==> config.mk <==
export PLATFORM = sky130hd
export DESIGN_NAME = uart_tx
export DESIGN_NICKNAME = d
export VERILOG_FILES = /design/src/rtl/uart_pkg.sv /design/src/rtl/uart_baud_tick.sv /design/src/rtl/uart_tx.sv
export SDC_FILE = /design/constraint.sdc
export NUM_CORES = 1
export LEC_CHECK = 0
export CORE_UTILIZATION = 45
export CTS_CLUSTER_SIZE = 30
export DETAILED_ROUTE_END_ITERATION = 6
export PLACE_DENSITY = 0.66
export SLEW_MARGIN = 20
export SYNTH_ARGS = -nofsm -noshare
export SYNTH_HDL_FRONTEND = slang
export SYNTH_SLANG_ARGS = --single-unit
==> constraint.sdc <==
create_clock -name clk -period 2 [get_ports clk]
set_input_delay 0.4 -clock clk [delete_from_list [all_inputs] [get_ports clk]]
set_output_delay 0.4 -clock clk [all_outputs]
set_load 0.01 [all_outputs]
==> src/rtl/uart_pkg.sv <==
// Shared UART definitions: FSM states, frame constants, parity helper.
// Used by both the transmit and receive paths.
package uart_pkg;

  localparam int DATA_BITS = 8;
  localparam int CLKS_PER_BIT_DEFAULT = 5208;

  typedef enum logic [2:0] {
    IDLE,
    START,
    DATA,
    PARITY,
    STOP
  } uart_state_e;

  function automatic logic even_parity(
    input logic [DATA_BITS-1:0] d
  );
    return ^d;
  endfunction

endpackage

==> src/rtl/uart_baud_tick.sv <==
// Bit-period counter: counts 0..CLKS_PER_BIT-1 and flags the
// terminal count. Held at zero while clear is asserted.
module uart_baud_tick
  import uart_pkg::*;
#(
  parameter int CLKS_PER_BIT = CLKS_PER_BIT_DEFAULT
) (
  input  logic clk,
  input  logic rst,
  input  logic clear,
  output logic tick
);

  localparam int CW =
    (CLKS_PER_BIT > 1) ? $clog2(CLKS_PER_BIT) : 1;
  localparam logic [CW-1:0] TERM = CW'(CLKS_PER_BIT - 1);

  logic [CW-1:0] cnt;

  assign tick = (cnt == TERM);

  always_ff @(posedge clk) begin
    if (rst || clear || tick) begin
      cnt <= '0;
    end else begin
      cnt <= cnt + CW'(1);
    end
  end

endmodule

==> src/rtl/uart_tx.sv <==
// UART transmitter: start, 8 data bits LSB-first, even parity,
// STOP_BITS stop bits. tx is driven straight from a flop.
module uart_tx
  import uart_pkg::*;
#(
  parameter int CLKS_PER_BIT = CLKS_PER_BIT_DEFAULT,
  parameter int STOP_BITS    = 1
) (
  input  logic       clk,
  input  logic       rst,
  input  logic [7:0] tx_data,
  input  logic       tx_start,
  output logic       tx_ready,
  output logic       tx_done,
  output logic       tx
);

  localparam logic [2:0] LAST_BIT = 3'(DATA_BITS - 1);
  localparam logic       LAST_STOP = 1'(STOP_BITS - 1);

  uart_state_e state, state_n;
  logic [7:0]  sh, sh_n;
  logic        par, par_n;
  logic [2:0]  bit_idx, bit_idx_n;
  logic        stop_cnt, stop_cnt_n;
  logic        tx_q, tx_n;
  logic        done_q, done_n;
  logic        tick;

  uart_baud_tick #(
    .CLKS_PER_BIT(CLKS_PER_BIT)
  ) u_baud (
    .clk  (clk),
    .rst  (rst),
    .clear(state == IDLE),
    .tick (tick)
  );

  assign tx_ready = (state == IDLE);
  assign tx_done  = done_q;
  assign tx       = tx_q;

  always_ff @(posedge clk) begin
    if (rst) begin
      state    <= IDLE;
      sh       <= '0;
      par      <= 1'b0;
      bit_idx  <= '0;
      stop_cnt <= 1'b0;
      tx_q     <= 1'b1;
      done_q   <= 1'b0;
    end else begin
      state    <= state_n;
      sh       <= sh_n;
      par      <= par_n;
      bit_idx  <= bit_idx_n;
      stop_cnt <= stop_cnt_n;
      tx_q     <= tx_n;
      done_q   <= done_n;
    end
  end

  // tx_n is the line level for the bit that begins at the next edge
  always_comb begin
    state_n    = state;
    sh_n       = sh;
    par_n      = par;
    bit_idx_n  = bit_idx;
    stop_cnt_n = stop_cnt;
    tx_n       = tx_q;
    done_n     = 1'b0;
    unique case (state)
      IDLE: begin
        tx_n = 1'b1;
        if (tx_start) begin
          state_n   = START;
          sh_n      = tx_data;
          par_n     = even_parity(tx_data);
          bit_idx_n = '0;
          tx_n      = 1'b0;
        end
      end
      START: begin
        if (tick) begin
          state_n = DATA;
          tx_n    = sh[0];
        end
      end
      DATA: begin
        if (tick) begin
          if (bit_idx == LAST_BIT) begin
            state_n   = PARITY;
            bit_idx_n = '0;
            tx_n      = par;
          end else begin
            bit_idx_n = bit_idx + 3'd1;
            sh_n      = sh >> 1;
            tx_n      = sh[1];
          end
        end
      end
      PARITY: begin
        if (tick) begin
          state_n    = STOP;
          stop_cnt_n = 1'b0;
          tx_n       = 1'b1;
        end
      end
      STOP: begin
        tx_n = 1'b1;
        if (tick) begin
          if (stop_cnt == LAST_STOP) begin
            state_n = IDLE;
            done_n  = 1'b1;
          end else begin
            stop_cnt_n = stop_cnt + 1'b1;
          end
        end
      end
      default: begin
        state_n = IDLE;
        tx_n    = 1'b1;
      end
    endcase
  end

endmodule
==> results.sh, run 1 <==
export IMPL_tightest_slew_ns=0.400
export IMPL_ant_nets=0
export IMPL_critical_path_max_stage_delay_ns=0.57
export IMPL_maximum_number_of_pins_on_one_net_before_global_route_repair=17
export IMPL_finalSetupViolations=0
export IMPL_layout_common_cells="dfxtp_1, nor2_1, clkdlybuf4s50_1"
export IMPL_die_h_um=61.0
export IMPL_max_clock_path_buffers=2
export IMPL_synth_warnings=0
export IMPL_hold_path_class="register to register"
export IMPL_number_of_synthesized_flops_with_an_enable_pin=0
export IMPL_placement_rows=21
export IMPL_drc=0
export IMPL_firstDrtPassIters=4
export IMPL_hpwlAfterDp_um=2120
export IMPL_drt_first_iter_violations=32
export IMPL_placement_io_buffers=13
export IMPL_syn_nets=179
export IMPL_grt_antenna_before_repair=0
export IMPL_vdd_ir_drop_worst_mv=0.315
export IMPL_async_s_r_ff_share_synth=0
export IMPL_post_route_cell_area_um2=1780
export IMPL_synthToLayoutAreaGrowth_pct=13.9
export IMPL_num_antenna_cells=0
export IMPL_rsz0062_at_grt="no"
export IMPL_synth_cells=165
export IMPL_first_global_vias=1085
export IMPL_timing_final_crit_share=0.947
export IMPL_floorplan_initialDensity=0.469
export IMPL_dpl_instance_area_um2=1720
export IMPL_synthDominantAreaCellType="dfxtp_1"
export IMPL_critical_path_startpoint_type="register"
export IMPL_post_route_util=0.534
export IMPL_crit_path_cell_trace="nor3_4, clkdlybuf4s50_1"
export IMPL_crit_slowest_cell="clkdlybuf4s50_1"
export IMPL_synth_seq_cells=30
export IMPL_fin_skew_ns=0.00592
export IMPL_critical_path_class="register to output pin"
export IMPL_achievable_frequency_mhz=528
export IMPL_cts_root_buf="clkbuf_4"
export IMPL_dr_total_vias=1220
export IMPL_numCtsBuffers=5
export IMPL_reg2reg_from="state[1]"
export IMPL_number_of_nets_at_the_end_of_the_flow=191
export IMPL_clk_latency_ns=0.33
export IMPL_layout_drive_gt1_share=0.165
export IMPL_synth_avg_cell_area_um2=9.48
export IMPL_power_static_leakage_uw=0.000649
export IMPL_floorplan_core_area_um2=3340
export IMPL_synth_area_leaders="dfxtp_1, xnor2_1, mux2i_1, a211oi_2, nor2_1"
export IMPL_post_drt_wl_per_cell_um=13.3
export IMPL_pwr_cell_area_nw_per_um2=630
export IMPL_global_route_wire_length_before_repair_um=4880
export IMPL_crit_required_ns=1.60
export IMPL_synthDominantCellAreaShare=0.384
export IMPL_run_status="completed"
export IMPL_cts_tree="done"
export IMPL_critPathMaxFanout=9
export IMPL_global_route_overflow_total=0
export IMPL_die_x_um=61.0
export IMPL_ys_flop_type="dfxtp_1"
export IMPL_clock_tree_htree_level_count=2
export IMPL_clock_sinks=30
export IMPL_yosysSeqAreaShare=0.384
export IMPL_setup_total_negative_slack_ns=0
export IMPL_grt_use_total=0.183
export IMPL_routed_wl_um=2950
export IMPL_hold_path_startpoint="u_baud.cnt[0]"
export IMPL_finalHoldViolations=0
export IMPL_end_kind="output pin"
export IMPL_mostFrequentLayoutCell="dfxtp_1"
export IMPL_post_synth_instance_area_um2=1560
export IMPL_slew_violations=0
export IMPL_total_power_consumption_of_the_routed_design_uw=1120
export IMPL_slew_limit_headroom=0.733
export IMPL_critical_path_arrival_ns=1.49
export IMPL_floorplan_die_area_um2=3720
export IMPL_cts_clock_pin_slew_for_the_worst_setup_and_hold_paths_ns=0.08
export IMPL_crit_path_start="state[2]"
export IMPL_fillers=326
export IMPL_period_needed_ns=1.89
export IMPL_globalplace_congestion=0.767
export IMPL_synth_lib_cells_used_distinct=39
export IMPL_vias_per_cell=5.50
export IMPL_cts_setup_buffers=0
export IMPL_ios=14
export IMPL_timing_max_cap_violations=0
## registers in the layout (all words and copies together) (netlist names)
| name | flops |
|---|---|
| bit_idx | 3 |
| par | 1 |
| sh | 8 |
| state | 3 |
| tx | 1 |
| tx_done | 1 |
| u_baud.cnt | 13 |
## cells by family (layout without fill, tap and decap cells)
logic type,count (synthesis),in the layout,share of synthesized area
XOR/XNOR,19,19,0.106
AND/OR/NAND/NOR,59,59,0.220
buffers and inverters,14,25,0.0472
adder cells (fa/ha/maj),3,3,0.0240
AO/OA/AOI/OAI,31,31,0.161
flip-flops,30,30,0.384
multiplexers,9,9,0.0576
## power by group
part	switching (uW)	internal, uW	total, uW
sequential	14.7	617	632
clock	192	158	350
combinational	65.4	74.9	140
## repair_timing
item | in CTS | in global routing
setup endpoints to repair | 1 | 1
pin swaps | 1 | 0
hold buffers | 0 | 0
resized for setup | 1 | 4
## path summary, 6_finish.rpt
path	slack (ns)	depth (start not counted)	end
worst min register to register	0.45	1	u_baud.cnt[0]
worst max register to register	0.29	4	sh[0]
worst max-delay path	0.11	2	tx_ready
worst min-delay path	0.45	1	u_baud.cnt[0]
## critical path: cells and delay by family (launching register included)
| kind | cells | cell delay, ns |
|---|---|---|
| flip-flops | 1 | 0.38 |
| AND/OR/NAND/NOR | 1 | 0.23 |
| buffers and inverters | 1 | 0.57 |
## final cells by class
type                    count  area, um^2  area share
multi-input cells         121         901       0.506
flip-flops and latches     30         604       0.339
repair buffers             17         160      0.0899
well taps                  46        57.6      0.0323
clock buffers               6        51.3      0.0288
inverters                   2        7.51     0.00421
## synth_stat cells (2+ instances only)
| cell | number |
|---|---|
| a211oi_2 | 7 |
| a21oi_1 | 11 |
| and3_1 | 5 |
| buf_2 | 5 |
| buf_6 | 2 |
| clkbuf_1 | 4 |
| dfxtp_1 | 30 |
| ha_1 | 3 |
| inv_1 | 2 |
| mux2i_1 | 9 |
| nand2_1 | 4 |
| nand3_1 | 8 |
| nand3b_1 | 2 |
| nand4_1 | 5 |
| nor2_1 | 17 |
| nor3_1 | 6 |
| o211ai_1 | 6 |
| xnor2_1 | 12 |
| xor2_1 | 7 |
## layer usage
| layer | GRT usage | part of all wire |
|---|---|---|
| met4 | 0.0682 | 0.015 |
| met1 | 0.228 | 0.49 |
| met2 | 0.286 | 0.46 |
| met5 | 0 | 0 |
| met3 | 0.0704 | 0.035 |
## metrics by stage
stage | std cells | hold WS, ns | setup WS, ns
3_5_place_dp | 216 | 0.438 | -0.0442
3_3_place_gp | 216 | 0.430 | -0.0288
5_1_grt | 222 | 0.489 | 0.0422
6_report | 222 | 0.451 | 0.106
2_1_floorplan | 165 | 0.413 | 0.290
4_1_cts | 222 | 0.450 | 0.00401
Note: power is estimated with default switching activity, not from simulation.
==> run 2, diff against run 1 <==
--- a/config.mk
+++ b/config.mk
@@ -5,9 +5,11 @@
 export SDC_FILE = /design/constraint.sdc
 export NUM_CORES = 1
 export LEC_CHECK = 0
+export CORE_MARGIN = 2
 export CORE_UTILIZATION = 45
 export CTS_CLUSTER_SIZE = 30
 export DETAILED_ROUTE_END_ITERATION = 6
+export GPL_TIMING_DRIVEN = 0
 export PLACE_DENSITY = 0.66
 export SLEW_MARGIN = 20
 export SYNTH_ARGS = -nofsm -noshare
==> results.sh, run 2 (synthesized netlist as in run 1, its figures left out) <==
export IMPL_run_status="completed"
export IMPL_placement_rows=21
export IMPL_slew_violations=0
export IMPL_ant_nets=0
export IMPL_critical_path_reg2reg_endpoint="sh[3]"
export IMPL_timing_final_crit_share=0.970
export IMPL_routed_wl_um=3020
export IMPL_worstPathBufferInverterCount=2
export IMPL_global_route_overflow_total=0
export IMPL_globalplace_congestion=0.755
export IMPL_end_kind="register"
export IMPL_dr_total_vias=1246
export IMPL_floorplan_initialDensity=0.469
export IMPL_largest_register_ff_count=13
export IMPL_cell_internal_pwr_uw=863
export IMPL_netSwitchingPower_uw=292
export IMPL_layout_common_cells="dfxtp_1, nor2_1, xnor2_1"
export IMPL_grt_use_total=0.170
export IMPL_finalHoldViolations=0
export IMPL_vdd_ir_drop_worst_mv=0.369
export IMPL_max_clock_path_buffers=2
export IMPL_floorplan_die_area_um2=3960
export IMPL_power_clock_fraction=0.330
export IMPL_die_x_um=63.0
export IMPL_crit_path_start="tx_start"
export IMPL_power_share_combinational=0.126
export IMPL_critical_path_max_stage_delay_ns=0.59
export IMPL_layout_drive_gt1_share=0.163
export IMPL_drc=0
export IMPL_clock_tree_htree_level_count=2
export IMPL_crit_slowest_cell="or4b_1"
export IMPL_crit_required_ns=2.19
export IMPL_die_h_um=63.0
export IMPL_hold_path_class="register to register"
export IMPL_numCtsBuffers=5
export IMPL_crit_path_cell_trace="clkdlybuf4s50_1, or4b_1, o21ai_2, and2_4, buf_6, a211oi_2"
export IMPL_first_global_vias=1235
export IMPL_finalSetupViolations=0
export IMPL_num_antenna_cells=0
export IMPL_rsz0062_at_grt="no"
export IMPL_total_power_consumption_of_the_routed_design_uw=1150
export IMPL_placement_io_buffers=12
export IMPL_ios=14
export IMPL_hpwlAfterDp_um=2220
export IMPL_critical_path_class="input pin to register"
export IMPL_endpoint="sh[3]"
export IMPL_pwr_cell_area_nw_per_um2=641
export IMPL_timing_critical_path_depth=6
export IMPL_cts_root_buf="clkbuf_4"
export IMPL_grt_antenna_before_repair=0
export IMPL_power_share_sequential=0.544
export IMPL_slew_limit_headroom=0.605
export IMPL_critPathMaxFanout=8
export IMPL_firstDrtPassIters=4
export IMPL_timing_max_cap_violations=0
export IMPL_ff2ff_path_depth=6
export IMPL_layout_area_seq_um2=601
export IMPL_tightest_slew_ns=0.592
export IMPL_period_needed_ns=1.94
export IMPL_multi_input_comb_area_um2=895
export IMPL_cts_setup_buffers=0
export IMPL_hold_path_startpoint="u_baud.cnt[0]"
export IMPL_clk_latency_ns=0.34
export IMPL_timing_critical_path_max_delay_family="simple AND/OR/NAND/NOR gates"
export IMPL_drt_first_iter_violations=67
export IMPL_achievable_frequency_mhz=515
export IMPL_post_drt_wl_per_cell_um=13.1
export IMPL_critical_path_arrival_ns=2.13
export IMPL_floorplan_core_area_um2=3340
export IMPL_cts_clock_pin_slew_for_the_worst_setup_and_hold_paths_ns=0.09
export IMPL_fin_skew_ns=0.0164
export IMPL_synthToLayoutAreaGrowth_pct=15.2
export IMPL_cts_hold_buf=0
export IMPL_hold_path_cell_count=1
export IMPL_power_static_leakage_uw=0.000663
export IMPL_power_switching_fraction=0.253
export IMPL_critical_path_startpoint_type="input pin"
export IMPL_worst_r2r_setup_slack_ns=0.06
export IMPL_reg2reg_from="state[1]"
export IMPL_setup_total_negative_slack_ns=0
export IMPL_clock_sinks=30
export IMPL_number_of_nets_at_the_end_of_the_flow=197
export IMPL_registers_top_by_ff_count="u_baud.cnt"
export IMPL_cts_tree="done"
export IMPL_fillers=323
export IMPL_vias_per_cell=5.42
export IMPL_mostFrequentLayoutCell="dfxtp_1"
export IMPL_global_route_wire_length_before_repair_um=5440
export IMPL_maximum_number_of_pins_on_one_net_before_global_route_repair=11
export IMPL_leading_registers_by_flop_count="u_baud.cnt: 13 flops, sh: 8 flops"
run 2: changes by cell type in the layout (fill, tap and decap cells not counted), sizes merged:
cell / delta
buf: +4
clkbuf: +4
clkdlybuf4s50: -2
clkinv: +1
dlygate4sd2: +1
run 2: power groups by stage:
stage	registers, uW	clock network [uW]	logic, uW
after floorplan	640	0	99.9
after global placement	641	0	143
after detailed placement	642	0	146
after CTS	628	393	146
after global routing	631	426	157
final	628	381	145
run 2: routing by layer:
| metal | wire length (um) | track usage |
|---|---|---|
| met5 | 0 | 0 |
| met4 | 43 | 0.0528 |
| met3 | 124 | 0.0631 |
| met2 | 1450 | 0.279 |
| met1 | 1400 | 0.207 |
run 2: what timing repair did:
action                                  CTS  global route
gates resized for setup                   2             0
pin swaps                                 0             0
endpoints found under the setup margin    1            10
run 2: worst min-delay path by stage:
stage | endpoint | slack [ns]
2_1_floorplan | u_baud.cnt[0] | 0.41
3_3_place_gp | u_baud.cnt[0] | 0.43
3_5_place_dp | u_baud.cnt[0] | 0.44
4_1_cts | u_baud.cnt[0] | 0.45
5_1_grt | u_baud.cnt[0] | 0.48
6_report | u_baud.cnt[0] | 0.44
run 2: cell type report:
class,instances,area share
clock buffer,7,0.0306
buffer,11,0.0347
inverter,2,0.00417
multi-input combinational,121,0.497
tap,46,0.0319
timing repair buffer,12,0.0660
clock inverter,1,0.00278
sequential,30,0.333
run 2: stage by stage:
step           cells  setup WS, ns  area [um^2]  utilization  hold slack, ns
2_1_floorplan    165         0.290         1560            -           0.413
3_3_place_gp     223        -0.222         1740        0.522           0.426
3_5_place_dp     223        -0.261         1740        0.522           0.436
4_1_cts          231        0.0475         1810        0.541           0.450
5_1_grt          230        0.0177         1800        0.540           0.476
6_report         230        0.0598         1800        0.540           0.442
